===== src/rtl/alu_pkg.sv =====
// alu_pkg: shared definitions for the pipelined ALU.
//   - alu_op_e    : 4-bit opcode encoding (OP_ADD..OP_MUL; 12-15 are illegal)
//   - FLAG_*      : bit positions inside the 5-bit flags word {err, ovf, carry, neg, zero}
//   - alu_state_e : top-level FSM state (idle / iterative multiply)
//   - pack_flags  : assembles the flags word from individual status bits
package alu_pkg;

    typedef enum logic [3:0] {
        OP_ADD  = 4'd0,
        OP_SUB  = 4'd1,
        OP_AND  = 4'd2,
        OP_OR   = 4'd3,
        OP_XOR  = 4'd4,
        OP_SHL  = 4'd5,
        OP_SHR  = 4'd6,
        OP_SRA  = 4'd7,
        OP_EQ   = 4'd8,
        OP_SLTU = 4'd9,
        OP_SLT  = 4'd10,
        OP_MUL  = 4'd11
    } alu_op_e;

    localparam int unsigned FLAG_ZERO  = 0;
    localparam int unsigned FLAG_NEG   = 1;
    localparam int unsigned FLAG_CARRY = 2;
    localparam int unsigned FLAG_OVF   = 3;
    localparam int unsigned FLAG_ERR   = 4;
    localparam int unsigned NUM_FLAGS  = 5;

    typedef enum logic [0:0] {
        StIdle = 1'b0,
        StMul  = 1'b1
    } alu_state_e;

    function automatic logic [NUM_FLAGS-1:0] pack_flags(input logic err, input logic ovf,
                                                        input logic carry, input logic neg,
                                                        input logic zero);
        logic [NUM_FLAGS-1:0] f;
        f             = '0;
        f[FLAG_ERR]   = err;
        f[FLAG_OVF]   = ovf;
        f[FLAG_CARRY] = carry;
        f[FLAG_NEG]   = neg;
        f[FLAG_ZERO]  = zero;
        return f;
    endfunction

endpackage


===== src/rtl/alu_mul_seq.sv =====
// alu_mul_seq: iterative unsigned shift-add multiplier.
//   clk, rst : clock and synchronous active-high reset (aborts any multiply in flight)
//   start    : load operands a/b; the multiply then runs for exactly WIDTH cycles
//   a, b     : WIDTH-bit unsigned operands, sampled when start is high
//   done     : high in the last of the WIDTH busy cycles
//   product  : full 2*WIDTH-bit product, valid while done is high
//
// One multiplier bit is retired per cycle. The product is exposed as the
// accumulator's next value so the caller can capture it on the same edge
// the last partial product is added, without an extra cycle of latency.
module alu_mul_seq import alu_pkg::*; #(
    parameter int WIDTH = 8
) (
    input  logic               clk,
    input  logic               rst,
    input  logic               start,
    input  logic [WIDTH-1:0]   a,
    input  logic [WIDTH-1:0]   b,
    output logic               done,
    output logic [2*WIDTH-1:0] product
);

    localparam int SHW = $clog2(WIDTH);
    localparam logic [SHW-1:0] LastCnt = SHW'(WIDTH - 1);

    logic               busy_q;
    logic [SHW-1:0]     cnt_q;
    logic [2*WIDTH-1:0] mcand_q;
    logic [WIDTH-1:0]   mplier_q;
    logic [2*WIDTH-1:0] acc_q;
    logic [2*WIDTH-1:0] acc_d;

    assign acc_d   = acc_q + (mplier_q[0] ? mcand_q : '0);
    assign done    = busy_q && (cnt_q == LastCnt);
    assign product = acc_d;

    always_ff @(posedge clk) begin
        if (rst) begin
            busy_q   <= 1'b0;
            cnt_q    <= '0;
            mcand_q  <= '0;
            mplier_q <= '0;
            acc_q    <= '0;
        end else if (start) begin
            busy_q   <= 1'b1;
            cnt_q    <= '0;
            mcand_q  <= {{WIDTH{1'b0}}, a};
            mplier_q <= b;
            acc_q    <= '0;
        end else if (busy_q) begin
            acc_q    <= acc_d;
            mcand_q  <= mcand_q << 1;
            mplier_q <= mplier_q >> 1;
            cnt_q    <= cnt_q + SHW'(1);
            if (done) begin
                busy_q <= 1'b0;
            end
        end
    end

endmodule


===== src/rtl/alu_pipe.sv =====
// alu_pipe: parametrised ALU with valid/ready handshake on both sides.
//   clk, rst   : clock (rising edge) and synchronous active-high reset
//   in_valid   : operands/opcode valid          in_ready : block can accept this cycle
//   A, B       : operands; B[SHW-1:0] is the shift amount for shift ops
//   ALU_ctrl   : opcode (see alu_pkg::alu_op_e; 12-15 illegal)
//   out_valid  : result/flags valid             out_ready: consumer accepts
//   result     : registered result
//   flags      : registered {err, ovf, carry, neg, zero}
//
// Single-cycle ops are computed combinationally and registered on accept.
// MUL hands off to alu_mul_seq and the FSM sits in StMul until it finishes.
module alu_pipe import alu_pkg::*; #(
    parameter int WIDTH = 8,
    parameter int SHW   = $clog2(WIDTH)
) (
    input  logic             clk,
    input  logic             rst,
    input  logic             in_valid,
    output logic             in_ready,
    input  logic [WIDTH-1:0] A,
    input  logic [WIDTH-1:0] B,
    input  logic [3:0]       ALU_ctrl,
    output logic             out_valid,
    input  logic             out_ready,
    output logic [WIDTH-1:0] result,
    output logic [4:0]       flags
);

    localparam int MSB = WIDTH - 1;

    alu_state_e state;
    logic       accept;
    logic       is_mul;

    logic [SHW-1:0] shamt;

    // One spare bit on each side captures carry/borrow or the last bit shifted out.
    logic [WIDTH:0] add_w;
    logic [WIDTH:0] sub_w;
    logic [WIDTH:0] shl_w;
    logic [WIDTH:0] shr_w;
    logic [WIDTH:0] sra_w;

    logic [WIDTH-1:0] alu_res;
    logic             alu_carry;
    logic             alu_ovf;
    logic             alu_err;
    logic [4:0]       alu_flags;

    logic               mul_done;
    logic [2*WIDTH-1:0] mul_prod;
    logic [4:0]         mul_flags;

    assign in_ready = (state == StIdle) && (!out_valid || out_ready);
    assign accept   = in_valid && in_ready;
    assign is_mul   = (ALU_ctrl == OP_MUL);
    assign shamt    = B[SHW-1:0];

    always_comb begin
        add_w = {1'b0, A} + {1'b0, B};
        sub_w = {1'b0, A} - {1'b0, B};
        shl_w = {1'b0, A} << shamt;
        shr_w = {A, 1'b0} >> shamt;
        sra_w = $signed({A, 1'b0}) >>> shamt;

        alu_res   = '0;
        alu_carry = 1'b0;
        alu_ovf   = 1'b0;
        alu_err   = 1'b0;

        case (ALU_ctrl)
            OP_ADD: begin
                alu_res   = add_w[WIDTH-1:0];
                alu_carry = add_w[WIDTH];
                alu_ovf   = (A[MSB] == B[MSB]) && (add_w[MSB] != A[MSB]);
            end
            OP_SUB: begin
                alu_res   = sub_w[WIDTH-1:0];
                alu_carry = sub_w[WIDTH];
                alu_ovf   = (A[MSB] != B[MSB]) && (sub_w[MSB] != A[MSB]);
            end
            OP_AND:  alu_res = A & B;
            OP_OR:   alu_res = A | B;
            OP_XOR:  alu_res = A ^ B;
            OP_SHL: begin
                alu_res   = shl_w[WIDTH-1:0];
                alu_carry = shl_w[WIDTH];
            end
            OP_SHR: begin
                alu_res   = shr_w[WIDTH:1];
                alu_carry = shr_w[0];
            end
            OP_SRA: begin
                alu_res   = sra_w[WIDTH:1];
                alu_carry = sra_w[0];
            end
            OP_EQ:   alu_res = {{(WIDTH-1){1'b0}}, (A == B)};
            OP_SLTU: alu_res = {{(WIDTH-1){1'b0}}, (A < B)};
            OP_SLT:  alu_res = {{(WIDTH-1){1'b0}}, ($signed(A) < $signed(B))};
            // MUL result comes from the sequential multiplier, not this path.
            OP_MUL:  alu_res = '0;
            default: alu_err = 1'b1;
        endcase

        alu_flags = pack_flags(alu_err, alu_ovf, alu_carry, alu_res[MSB], (alu_res == '0));
        mul_flags = pack_flags(1'b0, 1'b0, (mul_prod[2*WIDTH-1:WIDTH] != '0),
                               mul_prod[MSB], (mul_prod[WIDTH-1:0] == '0));
    end

    alu_mul_seq #(
        .WIDTH (WIDTH)
    ) u_mul (
        .clk     (clk),
        .rst     (rst),
        .start   (accept && is_mul),
        .a       (A),
        .b       (B),
        .done    (mul_done),
        .product (mul_prod)
    );

    always_ff @(posedge clk) begin
        if (rst) begin
            state     <= StIdle;
            out_valid <= 1'b0;
            result    <= '0;
            flags     <= '0;
        end else begin
            // Drain first; a same-cycle accept below overwrites the register.
            if (out_valid && out_ready) begin
                out_valid <= 1'b0;
            end
            case (state)
                StIdle: begin
                    if (accept) begin
                        if (is_mul) begin
                            state <= StMul;
                        end else begin
                            out_valid <= 1'b1;
                            result    <= alu_res;
                            flags     <= alu_flags;
                        end
                    end
                end
                StMul: begin
                    if (mul_done) begin
                        state     <= StIdle;
                        out_valid <= 1'b1;
                        result    <= mul_prod[WIDTH-1:0];
                        flags     <= mul_flags;
                    end
                end
                default: state <= StIdle;
            endcase
        end
    end

endmodule


===== config.mk =====
export PLATFORM = sky130hd
export DESIGN_NAME = alu_pipe
export DESIGN_NICKNAME = d
export VERILOG_FILES = /design/src/rtl/alu_pkg.sv /design/src/rtl/alu_mul_seq.sv /design/src/rtl/alu_pipe.sv
export SDC_FILE = /design/constraint.sdc
export NUM_CORES = 1
export LEC_CHECK = 0
export CAP_MARGIN = 10
export CELL_PAD_IN_SITES_DETAIL_PLACEMENT = 0
export CELL_PAD_IN_SITES_GLOBAL_PLACEMENT = 1
export CORE_MARGIN = 5
export CORE_UTILIZATION = 46
export CTS_BUF_LIST = sky130_fd_sc_hd__clkbuf_2 sky130_fd_sc_hd__clkbuf_4 sky130_fd_sc_hd__clkbuf_8
export DETAILED_ROUTE_END_ITERATION = 10
export MAX_ROUTING_LAYER = met4
export PLACE_DENSITY_LB_ADDON = 0.1
export SLEW_MARGIN = 20
export SYNTH_ARGS = -nofsm -noshare
export SYNTH_HDL_FRONTEND = slang
export SYNTH_SLANG_ARGS = --single-unit

===== constraint.sdc =====
create_clock -name clk -period 5.44 [get_ports clk]
set_clock_uncertainty 0.2 [all_clocks]
set_input_delay 1.088 -clock clk [delete_from_list [all_inputs] [get_ports clk]]
set_output_delay 1.088 -clock clk [all_outputs]
set_load 0.02 [all_outputs]

# After elaboration in Yosys (flattened, before gate mapping)
# Cells that the tools add are included.
[word_totals]
output_inout_bits = 15
wordCells = 88
regBits = 59
[classes]
n_reduce_logical = 17
shift = 3
eq_ne = 20
mux = 28
add_sub_neg = 4
order_cmp = 2
bitwise_logic = 4
[ops]
columns = ["op", "n"]
rows = [
  ["case mux 8 bit (11 select lines)", 1],
  ["two-way mux 8 bit", 7],
  ["adder 16 bit", 1],
  ["== test 4 x 3 -> 1 bit (second input constant)", 4],
  ["== test 4 bit (second input constant)", 4],
  ["zero test 8 bit", 2],
  ["less-than comparator 8 bit", 2],
  ["two-way mux 16 bit", 1],
  ["case mux 8 bit (2 select lines)", 1],
  ["two-way mux 5 bit", 3],
  ["OR reduction 11 bit", 1],
  ["two-way mux 1 bit", 10],
  ["case mux 5 bit (2 select lines)", 1],
  ["adder 8 x 8 -> 9 bit", 1],
  ["<< shifter 8 x 3 -> 9 bit", 1],
  ["right shift 9 x 3 -> 9 bit", 1],
  [">>> shifter 9 x 3 -> 9 bit", 1],
  ["subtractor 8 x 8 -> 9 bit", 1],
  ["bitwise AND 8 bit", 1],
  ["== test 4 x 2 -> 1 bit (second input constant)", 2],
  ["== test 8 bit", 1],
  ["bitwise OR 8 bit", 1],
  ["nonzero test 8 bit", 1],
  ["XOR 8 bit", 1],
  ["other kinds (17)", 28],
]

# Logic depth before layout (Yosys ltp)
# Gate-level depths: netlist of the first run.
[depth]
word_depth = 7
mapped_depth = 12

# Cells and area by module
# Synthesis of the first run repeated with hierarchy kept, for this count alone.
[unflattened]
hier_cells = 692
hier_area_um2 = 5427.7
[modules_own_cells]
columns = ["module", "cells_per_inst", "n_inst", "seq_area_each_um2", "area_per_inst_um2"]
rows = [
  ["alu_pipe", 360, 1, 280.3, 2736.4],
  ["alu_mul_seq", 332, 1, 880.8, 2691.3],
]

# Worst setup path before layout of the first run
# No wires, ideal clock.
[synth_path]
path_type = "input port to flip-flop"
startpoint = "input port B[1]"
endpoint = "register flags[0]"
setup_slack_ps = 1008
arrival_ps = 4144
setup_ps = 88
required_ps = 5152
stages = 11
cell_sequence = "clkbuf_1 buf_1 inv_1 fa_1 nor3b_2 nor3_1 o221ai_1 a211o_1 or4_1 or3_1 o32ai_2"
[synth_via]
elab_chain_cells = 6
elab_cells_between_ends = 16
classes_between = "add/sub (2); order compare (2); eq/ne (1); shift (3); mux (4); bitwise (3); reduce/logical (1)"
[synth_rtl]
columns = ["item", "line_no", "source"]
rows = [
  ["start: declaration", "alu_pipe.sv:21", "input logic [WIDTH-1:0] B,"],
  ["subtractor 8 x 8 -> 9 bit, or another cell as far along", "alu_pipe.sv:61", "sub_w = {1'b0, A} - {1'b0, B};"],
  ["case mux 8 bit (11 select lines) *", "alu_pipe.sv:71", "case (ALU_ctrl)"],
  ["zero test 8 bit *", "alu_pipe.sv:105", "alu_flags = pack_flags(alu_err, alu_ovf, alu_carry, alu_res[MSB], (alu_res == '0));"],
  ["two-way mux 5 bit *", "alu_pipe.sv:136", "if (is_mul) begin"],
  ["two-way mux 5 bit *", "alu_pipe.sv:135", "if (accept) begin"],
  ["case mux 5 bit (2 select lines) *", "alu_pipe.sv:133", "case (state)"],
  ["end signal: assignment", "alu_pipe.sv:141", "flags <= alu_flags;"],
  ["end signal: assignment", "alu_pipe.sv:150", "flags <= mul_flags;"],
  ["end: declaration", "alu_pipe.sv:26", "output logic [4:0] flags"],
]
# Mark *: on every way between the ends. The rest lies on a longest branch, timed or not. The select of a mux whose other input is x is not followed.
# A chain may end at the register's enable or synchronous reset.

# Worst setup path after layout of the first run
[layout_path]
startpoint = "input port A[3]"
endpoint = "register flags[0]"
[layout_via]
elab_chain_cells = 6
elab_cells_between_ends = 16
classes_between = "add/sub (2); order compare (2); eq/ne (1); shift (3); mux (4); bitwise (3); reduce/logical (1)"
[layout_rtl]
columns = ["item", "line_no", "source"]
rows = [
  ["start: declaration", "alu_pipe.sv:20", "input logic [WIDTH-1:0] A,"],
  ["subtractor 8 x 8 -> 9 bit, or another cell as far along", "alu_pipe.sv:61", ""],
  ["case mux 8 bit (11 select lines) *", "alu_pipe.sv:71", ""],
  ["zero test 8 bit *", "alu_pipe.sv:105", ""],
  ["two-way mux 5 bit *", "alu_pipe.sv:136", ""],
  ["two-way mux 5 bit *", "alu_pipe.sv:135", ""],
  ["case mux 5 bit (2 select lines) *", "alu_pipe.sv:133", ""],
]
# Marks and branches as above.

==> reports/results.ini, run 1 <==
[synth]
ys_warn_count = 0
postSynthRegisterBits = 58
synth-edff-count = 0
synth-async-reset-ratio_pct = 0
synthCells = 659
synthesized_nets = 728
yosysSeqAreaShare_pct = 21.91
synth.avg_cell_area_sq_um = 8.043
syn-cell-area_sq_um = 5300
number_of_distinct_library_cells_after_synthesis = 66
synthFlopType = dfxtp_1

[clocking]
tritoncts_clock_tree = yes
root_buffer = clkbuf_8
cts_setup_buffers = 0
clk-insertion-delay-late_ns = 0.34
register_clock_pin_slew_on_the_reported_worst_setup_and_hold_paths_ns = 0.07
cts-resized-gates = 0
cts.sinks = 58
number_of_buffers_created_by_cts = 9
cts_hold_buf = 0
cts_buffer_depth = 2
htreeDepth = 3

[place]
numPortBuffers = 38
dp_worst_setup_slack_ns = 0.7095
detailed_place_hpwl_microns = 12710
dpl_cell_area_sq_um = 5803
routabilityCongestion = 0.9509

[setup_path]
cp_max_fo = 11
critical_path_arrival_ns = 4.47
crit_path_end_kind = flip-flop
worstRegToRegCells = 11
worst-endpoint-required_ns = 5.50
cp-start-kind = input pin
critical_path_class = in -> reg

[grt]
first_pass_grt_wire_length_microns = 26540
grtUsageTotal_pct = 24.36
globalRouteOverflowTotal = 0
grt_start_max_net_pins = 48
grt_pass1_vias = 4741
antenna_found_initial = 0

[power]
clock_power_share_pct = 38.7
p_seq_share_pct = 37.4
p_total_uw = 1177
leakage_power_uw = 0.002330
switching_share_pct = 30.33
ir_worst_vdd_uv = 201.4
internal_power_uw = 819.7
power_per_cell_area_nw_per_um2 = 195.0
power.net_switching_uw = 356.9
combPwrFrac_pct = 24.0

[detailed_routing]
vias = 5037
post-route-drc-count = 0
firstDrtPassIters = 5
drt-vias-per-instance = 6.098
post_drt_wl_per_cell_microns = 20.11
wirelength_microns = 16610
detailed_router_s_first_iteration_violation_count = 500
count_of_nets_left_with_antenna_violations_after_detail_routing = 0

[floorplanning]
start_util_pct = 46.62
die_w_microns = 117.3
design.core.area_sq_um = 11370
die-height_microns = 117.3
fp-row-count = 39
number_of_top_level_design_ports = 39
design.die.area_sq_um = 13770

[sta]
hold_viol_final = 0
timing_worst_slew_pin_value_ns = 0.9075
report.final.setup_viol = 0
max_freq_mhz = 226.6
relSlewSlack_pct = 38.94
grt_setup_unrepaired = false
post-route-min-period_ns = 4.413
post-route-period-util_pct = 81.12
finalSetupTns_ns = 0
postLayoutSetupSlackWorst_ns = 1.027
slew_viol_final = 0

[cells_and_area]
post_route_cells_drive_above_1_share_pct = 8.492
area_growth_pct = 13.83
finalNetCount = 747
final_core_util_pct = 53.06
fin_area_sq_um = 6033
antennaDiodeCount = 0

[outcome]
run_status = finished clean

[hold_path]
whs_path_depth = 2
hold_path_class = reg -> reg

[job]
drv_cap = 0

-- placed cells by master, fill, tap and decap left out, types with 7 or more instances in the layout --
cell              n
and2_1           19
dfxtp_1          57
nor2_1           78
o21ai_0          23
a21o_1            7
mux4_2           11
clkdlybuf4s50_1  38
nor3_1           18
buf_4            19
a21oi_1          30
xnor2_1           9
a22oi_1          11
ha_1             42
inv_1            34
nor2b_1          14
mux2i_1          46
a31oi_1           7
clkbuf_8         10
nand2_1          40
nand2b_1         12
a211oi_1         21
nand3_1           9
-- stage by stage --
stage / hold slack (ns) / std cells
finish: 0.2924 / 826
global placement: 0.2720 / 810
CTS: 0.2890 / 826
floorplan: 0.2607 / 659
detailed placement: 0.2791 / 810
global route: 0.3196 / 826
-- routing by layer --
metal,part of all wire (%),track usage (%),vias up
met2,44,35.33,155
met3,5.7,4.283,18
met4,1.2,5.221,0
met5,0,-,-
met1,49,35.42,2416
li1,-,-,2448
-- path summary, 6_finish.rpt --
path / from / endpoint / slack [ns]
worst max-delay path: A[3] / flags[0] / 1.03
worst min-delay path: result[6] / result[6] / 0.29
worst max register to register: u_mul.mplier_q[0] / flags[2] / 1.89
worst min register to register: result[6] / result[6] / 0.29
-- critical path, stage by stage --
cell and delay (ns):
clkdlybuf4s50_1 0.68, inv_1 0.12, ha_1 0.47, nor3b_2 0.27
nor3_1 0.11, a221o_1 0.36, a211o_1 0.32, or4_1 0.45
or3_1 0.32, o32ai_2 0.26
-- kinds of logic after synthesis --
group                      after synthesis  synth area share [%]
xor gates and xnor gates                15                 2.479
adders and majority gates               45                 11.05
AOI/OAI and AO/OA                      165                 22.14
and+or+nand+nor                        234                 22.45
DFF                                     58                 21.91
muxes                                   59                 13.79
buffers and inverters                   83                 6.185
-- synth_stat cells, types with 6 or more instances --
cell / count / area [sq um]
mux4_2: 11 / 247.7
nand4_1: 6 / 37.54
mux2i_1: 46 / 460.4
dfxtp_1: 58 / 1161
xor2_1: 6 / 52.55
o21ai_0: 23 / 115.1
a211oi_1: 21 / 157.7
inv_1: 34 / 127.6
a21o_1: 7 / 52.55
and2_1: 19 / 118.9
nand3_1: 9 / 45.04
nand2b_1: 13 / 81.33
nor4_1: 6 / 37.54
a31oi_1: 7 / 43.79
nor3_1: 18 / 90.09
ha_1: 42 / 525.5
a22oi_1: 11 / 82.58
xnor2_1: 9 / 78.83
nor2b_1: 14 / 87.58
clkbuf_1: 42 / 157.7
nand2_1: 40 / 150.1
nor2_1: 78 / 292.8
a21oi_1: 30 / 150.1
-- area by class of cell --
cell class / count / area (sq um)
Tap cell: 143 / 178.9
Inverter: 34 / 127.6
Sequential cell: 58 / 1162
Fill cell: 1138 / 5336
Multi-Input combinational cell: 518 / 3814
Timing Repair Buffer: 57 / 523.0
Clock inverter: 6 / 90.09
Clock buffer: 10 / 137.6
-- sequential cells by signal, summed over array words and instances (netlist names) --
| register | cells |
|---|---|
| flags | 5 |
| u_mul.mcand_q | 16 |
| out_valid | 1 |
| u_mul.mplier_q | 8 |
| u_mul.acc_q | 16 |
| u_mul.cnt_q | 3 |
| u_mul.busy_q | 1 |
| result | 7 |
| state | 1 |
-- power groups by stage --
stage	Clock, uW	Combinational, uW	Sequential, uW
after global placement	0	274	449
after floorplan	0	172	454
final	455	282	440
after CTS	473	278	440
after global routing	492	304	441
after detailed placement	0	277	450
Note: power is estimated with default switching activity, not from simulation.
==> run 2: changes to the inputs <==
--- a/config.mk
+++ b/config.mk
@@ -9,7 +9,7 @@
 export CELL_PAD_IN_SITES_DETAIL_PLACEMENT = 0
 export CELL_PAD_IN_SITES_GLOBAL_PLACEMENT = 1
 export CORE_MARGIN = 5
-export CORE_UTILIZATION = 46
+export CORE_UTILIZATION = 42
 export CTS_BUF_LIST = sky130_fd_sc_hd__clkbuf_2 sky130_fd_sc_hd__clkbuf_4 sky130_fd_sc_hd__clkbuf_8
 export DETAILED_ROUTE_END_ITERATION = 10
 export MAX_ROUTING_LAYER = met4
==> constraint.sdc (replaced) <==
create_clock -name clk -period 3.95 [get_ports clk]
set_clock_uncertainty 0.2 [all_clocks]
set_input_delay 0.79 -clock clk [delete_from_list [all_inputs] [get_ports clk]]
set_output_delay 0.79 -clock clk [all_outputs]
set_load 0.02 [all_outputs]
==> run 2 against run 1 <==
  * Largest power group unchanged
  * Register-to-register slack got worse by 1.3 ns
  * Highest routed layer unchanged
  * Die area is 8.7% higher
  * Clock-buffer cell count fell by 1
  * Largest cell class unchanged
  * Global-route usage rose by 0.52 points
  * Combinational power rose by 68%
  * Cell count up 12%
  * Critical path depth unchanged
  * Sequential power is 37% higher
==> reports/results.ini, run 2 (synthesis gave the netlist of run 1 again) <==
[sta]
relSlewSlack_pct = 51.10
timing_worst_slew_pin_value_ns = 0.7336
post-route-min-period_ns = 3.821
post-route-period-util_pct = 96.73
max_freq_mhz = 261.7
postLayoutSetupSlackWorst_ns = 0.1294
hold_viol_final = 0
grt_setup_unrepaired = false
slew_viol_final = 0
report.final.setup_viol = 0

[grt]
first_pass_grt_wire_length_microns = 28430
grtUsageTotal_pct = 24.88
grt_pass1_vias = 5208
globalRouteOverflowTotal = 0
grt_start_max_net_pins = 48
antenna_found_initial = 0

[hold_path]
hold_path_class = reg -> reg
hold-path-endpoint = result[6]
hold_path.startpoint = result[6]
whs_path_depth = 2

[detailed_routing]
drt-vias-per-instance = 5.856
post-route-drc-count = 0
post_drt_wl_per_cell_microns = 19.14
wirelength_microns = 17690
count_of_nets_left_with_antenna_violations_after_detail_routing = 0
firstDrtPassIters = 5
detailed_router_s_first_iteration_violation_count = 579
vias = 5411

[setup_path]
critical_path.max_stage_delay_ns = 0.62
r2r-start = u_mul.mplier_q[0]
worst_r2r_endpoint = flags[2]
worstRegToRegCells = 11
timing.critical_path.cells = clkdlybuf4s50_1 -> fa_2 -> nor3b_4 -> nor3_2 -> buf_4 -> a221o_1 -> a211o_1 -> or4_1 -> or3_1 -> o32ai_2
critical_path_class = in -> reg
ff2ff_setup_slack_ns = 0.64
critical_path_arrival_ns = 3.89
worst-endpoint-required_ns = 4.02
crit_path_end_kind = flip-flop
cp-start-kind = input pin
critical_path_cell_with_the_highest_stage_delay = clkdlybuf4s50_1
cp_max_fo = 4

[power]
leakage_power_uw = 0.002683
p_total_uw = 1687
power_per_cell_area_nw_per_um2 = 254.2
ir_worst_vdd_uv = 285.5

[place]
numPortBuffers = 38
dp_worst_setup_slack_ns = -0.3849
placed_cells_incl_taps = 908
detailed_place_hpwl_microns = 13830
routabilityCongestion = 0.9525

[cells_and_area]
antennaDiodeCount = 0
finalNetCount = 816
finalNonFillerCells = 924
final_core_util_pct = 53.03
biggestRegsByFlops = u_mul.acc_q (16), u_mul.mcand_q (16), u_mul.mplier_q (8)
num-fill-cells = 1250
layout.cells.most_common = buf_4
post_route_cells_drive_above_1_share_pct = 17.82
area_growth_pct = 25.24
mostFrequentLayoutCells = 87 x buf_4, 78 x nor2_1, 57 x dfxtp_1

[clocking]
cts_buffer_depth = 2
root_buffer = clkbuf_8
cts_hold_buf = 0
htreeDepth = 3
clk-insertion-delay-late_ns = 0.34
register_clock_pin_slew_on_the_reported_worst_setup_and_hold_paths_ns = 0.07
cts_setup_buffers = 0
number_of_buffers_created_by_cts = 9
cts.sinks = 58
tritoncts_clock_tree = yes

[floorplanning]
number_of_top_level_design_ports = 39
start_util_pct = 42.34
design.core.area_sq_um = 12520
design.die.area_sq_um = 14970
fp-row-count = 41
die-height_microns = 122.3
die_w_microns = 122.3

[outcome]
run_status = finished clean

[job]
drv_cap = 0

==> run 2: worst max path at each step <==
stage,startpoint,to,cells after the start,slack [ns]
final,A[1],flags[0],10,0.13
after global routing,A[1],flags[0],10,0.002
after CTS,A[0],flags[0],13,0.0004
after detailed placement,A[0],flags[0],12,-0.38
after global placement,A[0],flags[0],12,-0.33
after floorplan,B[1],flags[0],11,0.1
==> run 2: layout make-up <==
type                       instances  area (sq um)  share of cell area [%]
sequential                        58          1162                   17.51
timing repair buffer             126          1059                   15.95
multi-input combinational        518          3856                   58.10
tap                              172         215.2                   3.242
clock buffer                       9         123.9                   1.866
inverter                          34         127.6                   1.923
clock inverter                     7         93.84                   1.414
==> run 2: repair_timing <==
item,CTS,global route
pin swaps,0,1
gates cloned,0,0
endpoints found under the setup margin,1,4
gates resized for setup,1,11
==> run 2: power by group <==
group / switching (uW) / leakage (uW) / internal (uW)
clock network: 253 / 0.000105 / 353
logic: 256 / 0.00211 / 220
registers: 8.12 / 0.000469 / 597
total: 517 / 0.00268 / 1170
==> run 2: critical path, delay by kind of cell <==
| family | cells | cell delay [ns] |
|---|---|---|
| compound gates | 3 | 0.91 |
| fa+ha+maj | 1 | 0.28 |
| buf+inv | 2 | 0.77 |
| simple gates | 4 | 1.12 |
==> run 2: stage by stage <==
| stage | area (sq um) | hold WS [ns] | TNS [ns] |
|---|---|---|---|
| global placement | 6370 | 0.2663 | -0.5837 |
| global route | 6638 | 0.3019 | 0 |
| detailed placement | 6370 | 0.2766 | -0.9039 |
| floorplan | 5303 | 0.2607 | 0 |
| CTS | 6593 | 0.2862 | 0 |
| finish | 6638 | 0.2847 | 0 |
==> run 2: layer usage <==
metal / track usage (%) / vias to the layer above / share of wire [%] / wire (microns)
met5: - / - / 0 / 0
met3: 7.097 / 20 / 8.3 / 1462
li1: - / 2585 / - / -
met4: 4.759 / 0 / 1.3 / 227
met1: 34.55 / 2614 / 47 / 8375
met2: 36.34 / 192 / 43 / 7622
==> run 3: changes to the inputs <==
--- a/config.mk
+++ b/config.mk
@@ -9,12 +9,12 @@
 export CELL_PAD_IN_SITES_DETAIL_PLACEMENT = 0
 export CELL_PAD_IN_SITES_GLOBAL_PLACEMENT = 1
 export CORE_MARGIN = 5
-export CORE_UTILIZATION = 42
+export CORE_UTILIZATION = 46
 export CTS_BUF_LIST = sky130_fd_sc_hd__clkbuf_2 sky130_fd_sc_hd__clkbuf_4 sky130_fd_sc_hd__clkbuf_8
 export DETAILED_ROUTE_END_ITERATION = 10
 export MAX_ROUTING_LAYER = met4
 export PLACE_DENSITY_LB_ADDON = 0.1
-export SLEW_MARGIN = 20
+export SLEW_MARGIN = 30
 export SYNTH_ARGS = -nofsm -noshare
 export SYNTH_HDL_FRONTEND = slang
 export SYNTH_SLANG_ARGS = --single-unit
==> constraint.sdc (replaced) <==
create_clock -name clk -period 4.3 [get_ports clk]
set_clock_uncertainty 0.2 [all_clocks]
set_input_delay 0.86 -clock clk [delete_from_list [all_inputs] [get_ports clk]]
set_output_delay 0.86 -clock clk [all_outputs]
set_load 0.02 [all_outputs]
==> run 3 against run 2 <==
  * Sequential cell count did not move
  * Sequential power fell by 8.1%
  * Final area fell by 5.5%
  * Core utilization rose by 2.1 points
  * Clock-buffer cell count did not move
  * First-iteration DRC count fell by 32%
  * Hold slack improved by 0.0059 ns
  * Critical path type unchanged
==> reports/results.ini, run 3 (synthesis gave the netlist of run 1 again) <==
[clocking]
cts_buffer_depth = 2
cts_setup_buffers = 0
root_buffer = clkbuf_8
clk-insertion-delay-late_ns = 0.36
cts_hold_buf = 0
htreeDepth = 3
register_clock_pin_slew_on_the_reported_worst_setup_and_hold_paths_ns = 0.06
tritoncts_clock_tree = yes
number_of_buffers_created_by_cts = 9
cts.sinks = 58
cts-resized-gates = 0

[floorplanning]
die-height_microns = 117.3
start_util_pct = 46.62
number_of_top_level_design_ports = 39
design.die.area_sq_um = 13770
design.core.area_sq_um = 11370
die_w_microns = 117.3
fp-row-count = 39

[power]
leakage_power_uw = 0.002481
clock_power_share_pct = 34.5
power.net_switching_uw = 464.4
switching_share_pct = 31.97
power_per_cell_area_nw_per_um2 = 231.5
internal_power_uw = 988.1
combPwrFrac_pct = 27.2
p_seq_share_pct = 38.3
ir_worst_vdd_uv = 240.4

[detailed_routing]
firstDrtPassIters = 5
detailed_router_s_first_iteration_violation_count = 392
wirelength_microns = 16610
post_drt_wl_per_cell_microns = 19.27
post-route-drc-count = 0
drt-vias-per-instance = 6.049
vias = 5214
count_of_nets_left_with_antenna_violations_after_detail_routing = 0

[cells_and_area]
layout.cells.most_common = nor2_1
finalNonFillerCells = 862
ff_latch_area_sq_um = 1162
final_core_util_pct = 55.18
multiInputGateArea_sq_um = 3811
finalNetCount = 784
post_route_cells_drive_above_1_share_pct = 12.93
num-fill-cells = 1102
mostFrequentLayoutCells = 78 x nor2_1, 57 x dfxtp_1, 56 x buf_4
antennaDiodeCount = 0
biggestRegsByFlops = u_mul.acc_q (16), u_mul.mcand_q (16), u_mul.mplier_q (8)
fin_area_sq_um = 6274
area_growth_pct = 18.37

[sta]
max_freq_mhz = 249.5
post-route-min-period_ns = 4.008
timing_worst_slew_pin_value_ns = 0.7722
post-route-period-util_pct = 93.21
hold_viol_final = 0
grt_setup_unrepaired = false
relSlewSlack_pct = 47.19
slew_viol_final = 0
report.final.setup_viol = 0
finalSetupTns_ns = 0

[grt]
grt_start_max_net_pins = 48
grt_pass1_vias = 4870
met3_routing_resource_usage_after_global_routing_pct = 7.603
globalRouteOverflowTotal = 0
grtUsageTotal_pct = 24.61
antenna_found_initial = 0
first_pass_grt_wire_length_microns = 26750
m2_gr_usage_pct = 34.26
grt_util_met1_pct = 34.76
top_usage_layer = met1

[setup_path]
crit_path_end_kind = flip-flop
critical_path_arrival_ns = 4.08
critical_path_buf_inv_count = 4
critPathMostFrequentCell = inv_1
critical_path.max_stage_delay_ns = 0.50
worst-endpoint-required_ns = 4.37
cp-start-kind = input pin
cp_max_fo = 3
critical_path_cell_with_the_highest_stage_delay = clkdlybuf4s50_1
cpLargestDelayFamily = simple AND/OR/NAND/NOR gates
critical_path_class = in -> reg
timing.critical_path.cells = clkdlybuf4s50_1 -> inv_1 -> ha_1 -> inv_1 -> fa_1 -> nor3b_2 -> nor3_1 -> buf_4 -> a221o_1 -> a211o_1 -> or4_1 -> or3_1 -> o32ai_2

[place]
numPortBuffers = 38
routabilityCongestion = 0.9911
dpl_cell_area_sq_um = 6081
detailed_place_hpwl_microns = 13060
placed_cells_incl_taps = 847

[outcome]
run_status = finished clean

[job]
drv_cap = 0

[hold_path]
hold_path_class = reg -> reg

## run 3: area by class of cell
cell class,count,share of cell area (%)
Inverter,34,2.034
Timing Repair Buffer,94,12.76
Multi-Input combinational cell,518,60.75
Clock buffer,9,1.974
Sequential cell,58,18.53
Tap cell,143,2.852
Clock inverter,6,1.097
## run 3: per-layer routing
layer  routed length, microns  vias to the layer above  part of all wire [%]
li1                         -                     2529                     -
met1                     7897                     2456                    48
met2                     6944                      204                    42
met3                     1459                       25                   8.8
met4                      311                        0                   1.9
met5                        0                        -                     0
## run 3: tightest hold or removal path: stages, from the launching register on
cell     delay [ns]
dfxtp_1        0.32
nand2_1        0.06
a31oi_1        0.07
## run 3: metrics by stage
step / total power, uW / hold slack (ns) / setup WS, ns
3_3_place_gp: 955.3 / 0.2695 / -0.002575
2_1_floorplan: 792.4 / 0.2607 / 0.09622
4_1_cts: 1467 / 0.2968 / 0.3335
3_5_place_dp: 955.7 / 0.2848 / -0.04023
6_report: 1453 / 0.2906 / 0.2919
5_1_grt: 1523 / 0.3192 / 0.1127
## run 3: final timing paths
kind | startpoint | end | slack [ns] | cells after the start
setup / recovery | A[0] | flags[0] | 0.29 | 13
hold / removal | result[6] | result[6] | 0.29 | 2
setup reg to reg | u_mul.mplier_q[0] | flags[2] | 0.74 | 10
hold reg to reg | result[6] | result[6] | 0.29 | 2
## run 3: power groups by stage
| stage | Combinational, uW | Clock (uW) | Sequential (uW) |
|---|---|---|---|
| 6_report | 395 | 501 | 556 |
| 5_1_grt | 424 | 541 | 558 |
| 4_1_cts | 389 | 522 | 556 |
| 3_5_place_dp | 387 | 0 | 569 |
| 3_3_place_gp | 387 | 0 | 568 |
| 2_1_floorplan | 218 | 0 | 574 |
